`src/rtl/reg_fifo_write_arbiter.sv`:
```
// Round-robin, credit-gated write arbiter for the register-crossing FIFO.
// Several register-update sources share the FIFO write port. The FIFO sink has
// no back-pressure, so every push spends a credit. Credits come back as pulses
// from the read side, already synchronized into this clock domain.
//
// Handshake (per requester i): a word moves when req_valid[i] && req_ready[i]
// are both high at a rising clk edge. req_valid/req_data must stay stable until
// ready is seen. req_ready may rise in the same cycle valid first rises, and it
// never depends on any req_ready, so there is no combinational loop.
module reg_fifo_write_arbiter #(
    parameter int NUM_REQ    = 4,
    parameter int DATA_WIDTH = 32,
    parameter int CREDITS    = 5,
    parameter int CNT_WIDTH  = 3
) (
    input  logic                          clk,
    input  logic                          rst,
    input  logic [NUM_REQ-1:0]            req_valid,
    input  logic [NUM_REQ*DATA_WIDTH-1:0] req_data,
    output logic [NUM_REQ-1:0]            req_ready,
    input  logic                          enable,
    input  logic                          credit_return,
    output logic [DATA_WIDTH-1:0]         fifo_data,
    output logic                          fifo_valid,
    output logic [CNT_WIDTH-1:0]          credit_cnt,
    output logic [3:0]                    last_grant_id,
    output logic                          credit_err
);

    // Index of the most recent winner; the search starts just above it.
    logic [3:0]            rr_ptr;
    logic                  hi_found;
    logic [3:0]            hi_idx;
    logic                  lo_found;
    logic [3:0]            lo_idx;
    logic [3:0]            win_idx;
    logic                  can_grant;
    logic                  push;
    logic [NUM_REQ-1:0]    grant_vec;
    logic [DATA_WIDTH-1:0] win_data;

    // Round-robin search: lowest valid index above rr_ptr, else wrap to the
    // lowest valid index at or below rr_ptr.
    always_comb begin
        hi_found = 1'b0;
        hi_idx   = '0;
        lo_found = 1'b0;
        lo_idx   = '0;
        for (int i = NUM_REQ - 1; i >= 0; i--) begin
            if (req_valid[i] && (4'(i) > rr_ptr)) begin
                hi_found = 1'b1;
                hi_idx   = 4'(i);
            end
            if (req_valid[i] && (4'(i) <= rr_ptr)) begin
                lo_found = 1'b1;
                lo_idx   = 4'(i);
            end
        end
        win_idx = hi_found ? hi_idx : lo_idx;
    end

    // Grant only with a credit in hand, while enabled and out of reset.
    always_comb begin
        can_grant = enable && (credit_cnt != '0) && (hi_found || lo_found) && !rst;
        grant_vec = '0;
        win_data  = '0;
        for (int i = 0; i < NUM_REQ; i++) begin
            grant_vec[i] = can_grant && (win_idx == 4'(i));
            if (grant_vec[i]) begin
                win_data = req_data[i*DATA_WIDTH +: DATA_WIDTH];
            end
        end
        push      = |(grant_vec & req_valid);
        req_ready = grant_vec;
    end

    // Output register, round-robin pointer and credit accounting.
    always_ff @(posedge clk) begin
        if (rst) begin
            fifo_valid    <= 1'b0;
            fifo_data     <= '0;
            credit_cnt    <= CNT_WIDTH'(CREDITS);
            credit_err    <= 1'b0;
            rr_ptr        <= 4'(NUM_REQ - 1);
            last_grant_id <= '0;
        end else begin
            fifo_valid <= push;
            if (push) begin
                fifo_data     <= win_data;
                rr_ptr        <= win_idx;
                last_grant_id <= win_idx;
            end
            if (push && !credit_return) begin
                credit_cnt <= credit_cnt - CNT_WIDTH'(1);
            end else if (credit_return && !push) begin
                if (credit_cnt == CNT_WIDTH'(CREDITS)) begin
                    // Over-return: saturate and flag until the next reset.
                    credit_err <= 1'b1;
                end else begin
                    credit_cnt <= credit_cnt + CNT_WIDTH'(1);
                end
            end
        end
    end

endmodule

```
`config.mk`:
```
export PLATFORM = sky130hd
export DESIGN_NAME = reg_fifo_write_arbiter
export DESIGN_NICKNAME = d
export VERILOG_FILES = /design/src/rtl/reg_fifo_write_arbiter.sv
export SDC_FILE = /design/constraint.sdc
export NUM_CORES = 1
export LEC_CHECK = 0
export CORE_MARGIN = 4
export CORE_UTILIZATION = 32
export CTS_BUF_LIST = sky130_fd_sc_hd__clkbuf_8
export DETAILED_ROUTE_END_ITERATION = 7
export PLACE_DENSITY = 0.82
export SYNTH_ARGS = -nofsm -noshare
export SYNTH_HDL_FRONTEND = slang
export SYNTH_SLANG_ARGS = --single-unit
```
`constraint.sdc`:
```
create_clock -name clk -period 2.03 [get_ports clk]
set_input_delay 0.203 -clock clk [delete_from_list [all_inputs] [get_ports clk]]
set_output_delay 0.203 -clock clk [all_outputs]
set_load 0.05 [all_outputs]
```
Word-level counts from Yosys, hierarchy flattened
Cells that the tools add are included.

Register bits after elaboration: 45. Input port bits: 136. Output and inout port bits: 45. Logic and storage cells: 74.

Add/sub/neg operators: 2. Magnitude comparators: 8. Equality and inequality tests: 5. Multiplexer cells: 24. Bitwise gates (word level): 2. Reductions and logical operators: 27.

Operators with widths (number): 32-bit two-way mux (4); 4-bit two-way mux (7); 1-bit logical AND (17); 3-bit two-way mux (3); 4-bit by 2-bit == test with 1-bit output (second input constant) (2); 1-bit by 4-bit > comparator with 1-bit output (first input constant) (2); 2-bit by 4-bit > comparator with 1-bit output (first input constant) (2); 1-bit by 4-bit <= comparator with 1-bit output (first input constant) (2); 2-bit by 4-bit <= comparator with 1-bit output (first input constant) (2); 1-bit two-way mux (8); 4-bit bitwise AND (1); 4-bit by 1-bit == test with 1-bit output (second input constant) (1); 4-bit logical NOT (1); 2-bit two-way mux (2); 4-bit OR reduction (1); 3-bit by 1-bit adder with 3-bit output (second input constant) (1); 3-bit == test (second input constant) (1); 1-bit logical NOT (3); 3-bit AND reduction (1); 3-bit nonzero test (1); 3-bit by 1-bit subtractor with 3-bit output (second input constant) (1); 2-bit inequality test (second input constant) (1); 2-bit AND reduction (1); 2-bit nonzero test (1); other kinds (2) (2).

Logic depth before layout (Yosys ltp)
Depth in word-level cells: 16. Depth in mapped cells: 8. Depth with buffers taken out: 8.

Worst setup path after synthesis
No wires, ideal clock.

Kind: register -> output. Start: reg credit_cnt[0]. End: out req_ready[0]. Arrival: 2801 ps. Required time: 1827 ps. Path slack: -974 ps. Stages on the path, launching flop included: 6. Path buffers: 1. Path through: dfxtp_1 -> nor3_1 -> nor4b_4 -> inv_2 -> buf_2 -> nor3_1.

Cells in the longest elaborated chain, start to end: 5.

RTL lines: start: declaration (line 25) `output logic [CNT_WIDTH-1:0] credit_cnt,`; start signal: assignment (line 82) `credit_cnt <= CNT_WIDTH'(CREDITS);`; start signal: assignment (line 94) `credit_cnt <= credit_cnt - CNT_WIDTH'(1);`; start signal: assignment (line 100) `credit_cnt <= credit_cnt + CNT_WIDTH'(1);`; 3-bit nonzero test (line 64) `can_grant = enable && (credit_cnt != '0) && (hi_found || lo_found) && !rst;`; 1-bit logical AND (3 in series) (line 64); 1-bit logical AND (line 68) `grant_vec[i] = can_grant && (win_idx == 4'(i));`; end: declaration (line 20) `output logic [NUM_REQ-1:0] req_ready,`.

Every way passes these cells.

Worst setup path after layout
Start: reg rr_ptr[1]. End: out req_ready[0].

Cells in the longest elaborated chain, start to end: 10. Elaborated cells on any way between the ends: 38.

RTL lines: start: declaration (line 31) `logic [3:0] rr_ptr;`; start signal: assignment (line 84) `rr_ptr <= 4'(NUM_REQ - 1);`; start signal: assignment (line 90) `rr_ptr <= win_idx;`; parallel branches: the longest is 9 deep, another holds 2-bit by 4-bit <= comparator with 1-bit output; 1-bit logical AND (*) (line 68).

Mark *: on every way between the ends.

==> results.cfg <==
[cts]
worst_setup_hold_path_clk_slew_ns = 0.08
clock-root-buffer = sky130_fd_sc_hd__clkbuf_8
clock_tree.buffer_depth = 2
clock_sinks = 41
cts_buffers = 5
tritoncts = yes
ctsHtreeMaxLevel = 2
worst_skew_pair.late_latency_ns = 0.29

[timing]
timing_hold_violations_final = 0
final.period_utilization_pct = 94.6
tightest_slew_ns = 0.533
setup_viol = 0
timing.slew.headroom_pct = 64.3
fmax_mhz = 521
fin_worst_skew_ns = 0.00396
fin_setup_tns_ns = 0
finalMaxSlewViolations = 0
finalCriticalPeriod_ns = 1.92

[finish]
mostFrequentLayoutCells = sky130_fd_sc_hd__clkdlybuf4s50_1 (170), sky130_fd_sc_hd__mux2i_1 (54), sky130_fd_sc_hd__dfxtp_1 (36), sky130_fd_sc_hd__buf_4 (36), sky130_fd_sc_hd__nand3_1 (35)
final_core_utilization_pct = 66.0
layout.area.seq_um2 = 837
n_fill_cell = 601
fin_nets = 613
syn_to_final_growth_pct = 96.5
multi_input_area_um2 = 1590
n_antenna_cell = 0
final_layout_size_suffix_gt1_share_pct = 17.9
layout.cells.most_common = sky130_fd_sc_hd__clkdlybuf4s50_1

[synthesis]
synth_enable_flop_cells = 0
postSynthAreaPerCell_um2 = 9.28
ys.flop_type = sky130_fd_sc_hd__dfxtp_1
synthesis.instances = 268
synthDistinctLibCells = 46
yosys.area.top_type = sky130_fd_sc_hd__dfxtp_1
yosysWarningCount = 0
post_synth_instance_area_um2 = 2490
synth-async-reset-ratio_pct = 0
synth_top_area_share_pct = 33.0
part_of_the_yosys_area_used_for_sequential_elements_pct = 33.0
synth_seq_cells = 41
netlist_top_cells_area = sky130_fd_sc_hd__dfxtp_1 (33%), sky130_fd_sc_hd__mux2i_1 (22%), sky130_fd_sc_hd__o221ai_1 (9.5%), sky130_fd_sc_hd__nand3_1 (7.0%), sky130_fd_sc_hd__nand2_1 (2.1%)

[floorplanning]
fp.dieH_um = 96.2
floorplan.initialDensity_pct = 33.6
die_x_um = 96.2
die_area_um2 = 9250
rows = 31
floorplan.core_area_um2 = 7410
boundaryPins = 181

[routing]
detailedRoute.firstIterationViolations = 50
detail_route.drc_violations = 0
wirelength_mm = 9.50
drt_first_pass_iters = 4
detail_route.vias_per_cell = 5.17
via_count = 2970
route.antenna.remaining_nets = 0
detail_route.wl_per_cell_um = 16.6

[outcome]
result_of_the_run = complete, no violations

[placed_design]
detailedPlacementHpwl_mm = 7.59
globalplace.congestion = 0.821
port_buffers = 178

[setup_path]
critPathKind = reg2out
timing.critical_path.required_ns = 1.83
slowest_stage = sky130_fd_sc_hd__dfxtp_4
critical-path-max-stage-delay_ns = 0.40
path_max_fanout = 6
arrival_ns = 1.72
cells_along_the_critical_path = mux2i_4 -> a2bb2oi_2 -> nand2_2 -> buf_4 -> nor3_4 -> buf_12
crit_end_category = output port
critical_path.startpoint_type = flip-flop

[worst_hold_path]
hold_path.class = reg2reg

[power_and_ir_drop]
power-per-cell-area_nw_per_um2 = 618
worst_case_vdd_ir_drop_uv = 333
power_leakage_nw = 1.93
design_power_total_w = 0.00302

[job]
max_cap_viol_count = 0

[grt]
grt_first_pass_wirelength_mm = 14.1
number_of_global_route_vias_before_repair = 2994
globalRouteOverflowTotal = 0
globalRouteTotalUtil_pct = 19.2
grt_max_degree = 24
grt_antenna_before_repair = 0
cell families (layout without fill, tap and decap cells):
group           count (synthesis)  count (layout)  share of synthesized area, %
fa+ha+maj                       3               3                          1.81
simple gates                   76              76                          15.9
xor+xnor                        1               1                         0.352
flops                          41              41                          33.0
compound gates                 61              61                          20.2
other cells                     1               2                         0.151
mux                            55              55                          22.1
buf+inv                        30             236                          6.44
worst max-delay path: cells and delay by family, from the launching register on:
family / cells / cell delay, ns
compound gates: 1 / 0.18
buf+inv: 2 / 0.31
flops: 1 / 0.40
mux: 1 / 0.26
simple gates: 2 / 0.28
path summary, 6_finish.rpt:
| check | startpoint | slack, ns | cells past startpoint | end |
|---|---|---|---|---|
| min reg2reg | last_grant_id[0] | 0.46 | 2 | last_grant_id[0] |
| min | last_grant_id[0] | 0.46 | 2 | last_grant_id[0] |
| max reg2reg | credit_cnt[1] | 0.14 | 8 | credit_cnt[2] |
| max | rr_ptr[1] | 0.11 | 6 | req_ready[0] |
area by class of cell:
cell class                 instances  area share [%]
timing repair buffer             221            45.4
multi-input combinational        198            32.6
sequential                        41            17.1
tap                               99            2.53
clock buffer                       5            1.41
inverter                           7           0.589
clock inverter                     3           0.358
state kept, by name, summed over array words and instances, names as in the netlist:
signal,count
credit_cnt,3
credit_err,1
fifo_data,32
fifo_valid,1
last_grant_id,2
rr_ptr,2
timing repair:
action / in CTS / in global routing
setup endpoints to repair: 4 / 11
buffers inserted: 6 / 4
pin swaps: 5 / 5
resized for setup: 9 / 10
cloned: 0 / 0
hold buffers: 0 / 0
stage by stage:
step	area, um^2	hold WS [ns]	setup slack (ns)	std cells
floorplan	2550	0.375	-0.135	269
global placement	4670	0.442	-0.150	556
detailed placement	4670	0.451	-0.237	556
CTS	4830	0.467	0.00127	570
global route	4890	0.480	-0.000187	574
finish	4890	0.463	0.110	574
cells in the mapped netlist (2+ instances only):
master                      count
sky130_fd_sc_hd__dfxtp_1       41
sky130_fd_sc_hd__mux2i_1       55
sky130_fd_sc_hd__nor3_1         3
sky130_fd_sc_hd__a21o_1         3
sky130_fd_sc_hd__o21ai_0        6
sky130_fd_sc_hd__clkbuf_4       2
sky130_fd_sc_hd__buf_1          4
sky130_fd_sc_hd__inv_1          5
sky130_fd_sc_hd__ha_1           2
sky130_fd_sc_hd__o31ai_1        3
sky130_fd_sc_hd__o221ai_1      27
sky130_fd_sc_hd__o32ai_1        2
sky130_fd_sc_hd__clkbuf_1       3
sky130_fd_sc_hd__nand3_1       35
sky130_fd_sc_hd__a21oi_1        2
sky130_fd_sc_hd__buf_4          4
sky130_fd_sc_hd__a32o_1         2
sky130_fd_sc_hd__buf_2          8
sky130_fd_sc_hd__inv_2          2
sky130_fd_sc_hd__and3_1         2
sky130_fd_sc_hd__nor2b_1        3
sky130_fd_sc_hd__a41o_1         2
sky130_fd_sc_hd__or3_1          4
sky130_fd_sc_hd__nand2_1       14
sky130_fd_sc_hd__nor2_1         7
sky130_fd_sc_hd__o2bb2ai_1      2
sky130_fd_sc_hd__nor2_2         2
sky130_fd_sc_hd__buf_6          2
sky130_fd_sc_hd__o21a_1         2
sky130_fd_sc_hd__o21ba_2        3
per-layer routing:
metal	vias up	part of all wire [%]	GRT usage (%)
met1	1371	36	20.5
met4	0	1.3	3.55
met2	143	53	37.2
met5	-	0	0
met3	14	9.9	5.32
li1	1442	-	-
power breakdown:
part | switching (W) | total (W) | internal [W]
clock | 0.000296 | 0.000533 | 0.000238
combinational | 0.000780 | 0.00151 | 0.000725
sequential | 0.0000712 | 0.000983 | 0.000912
(Power assumes the default switching activity.)
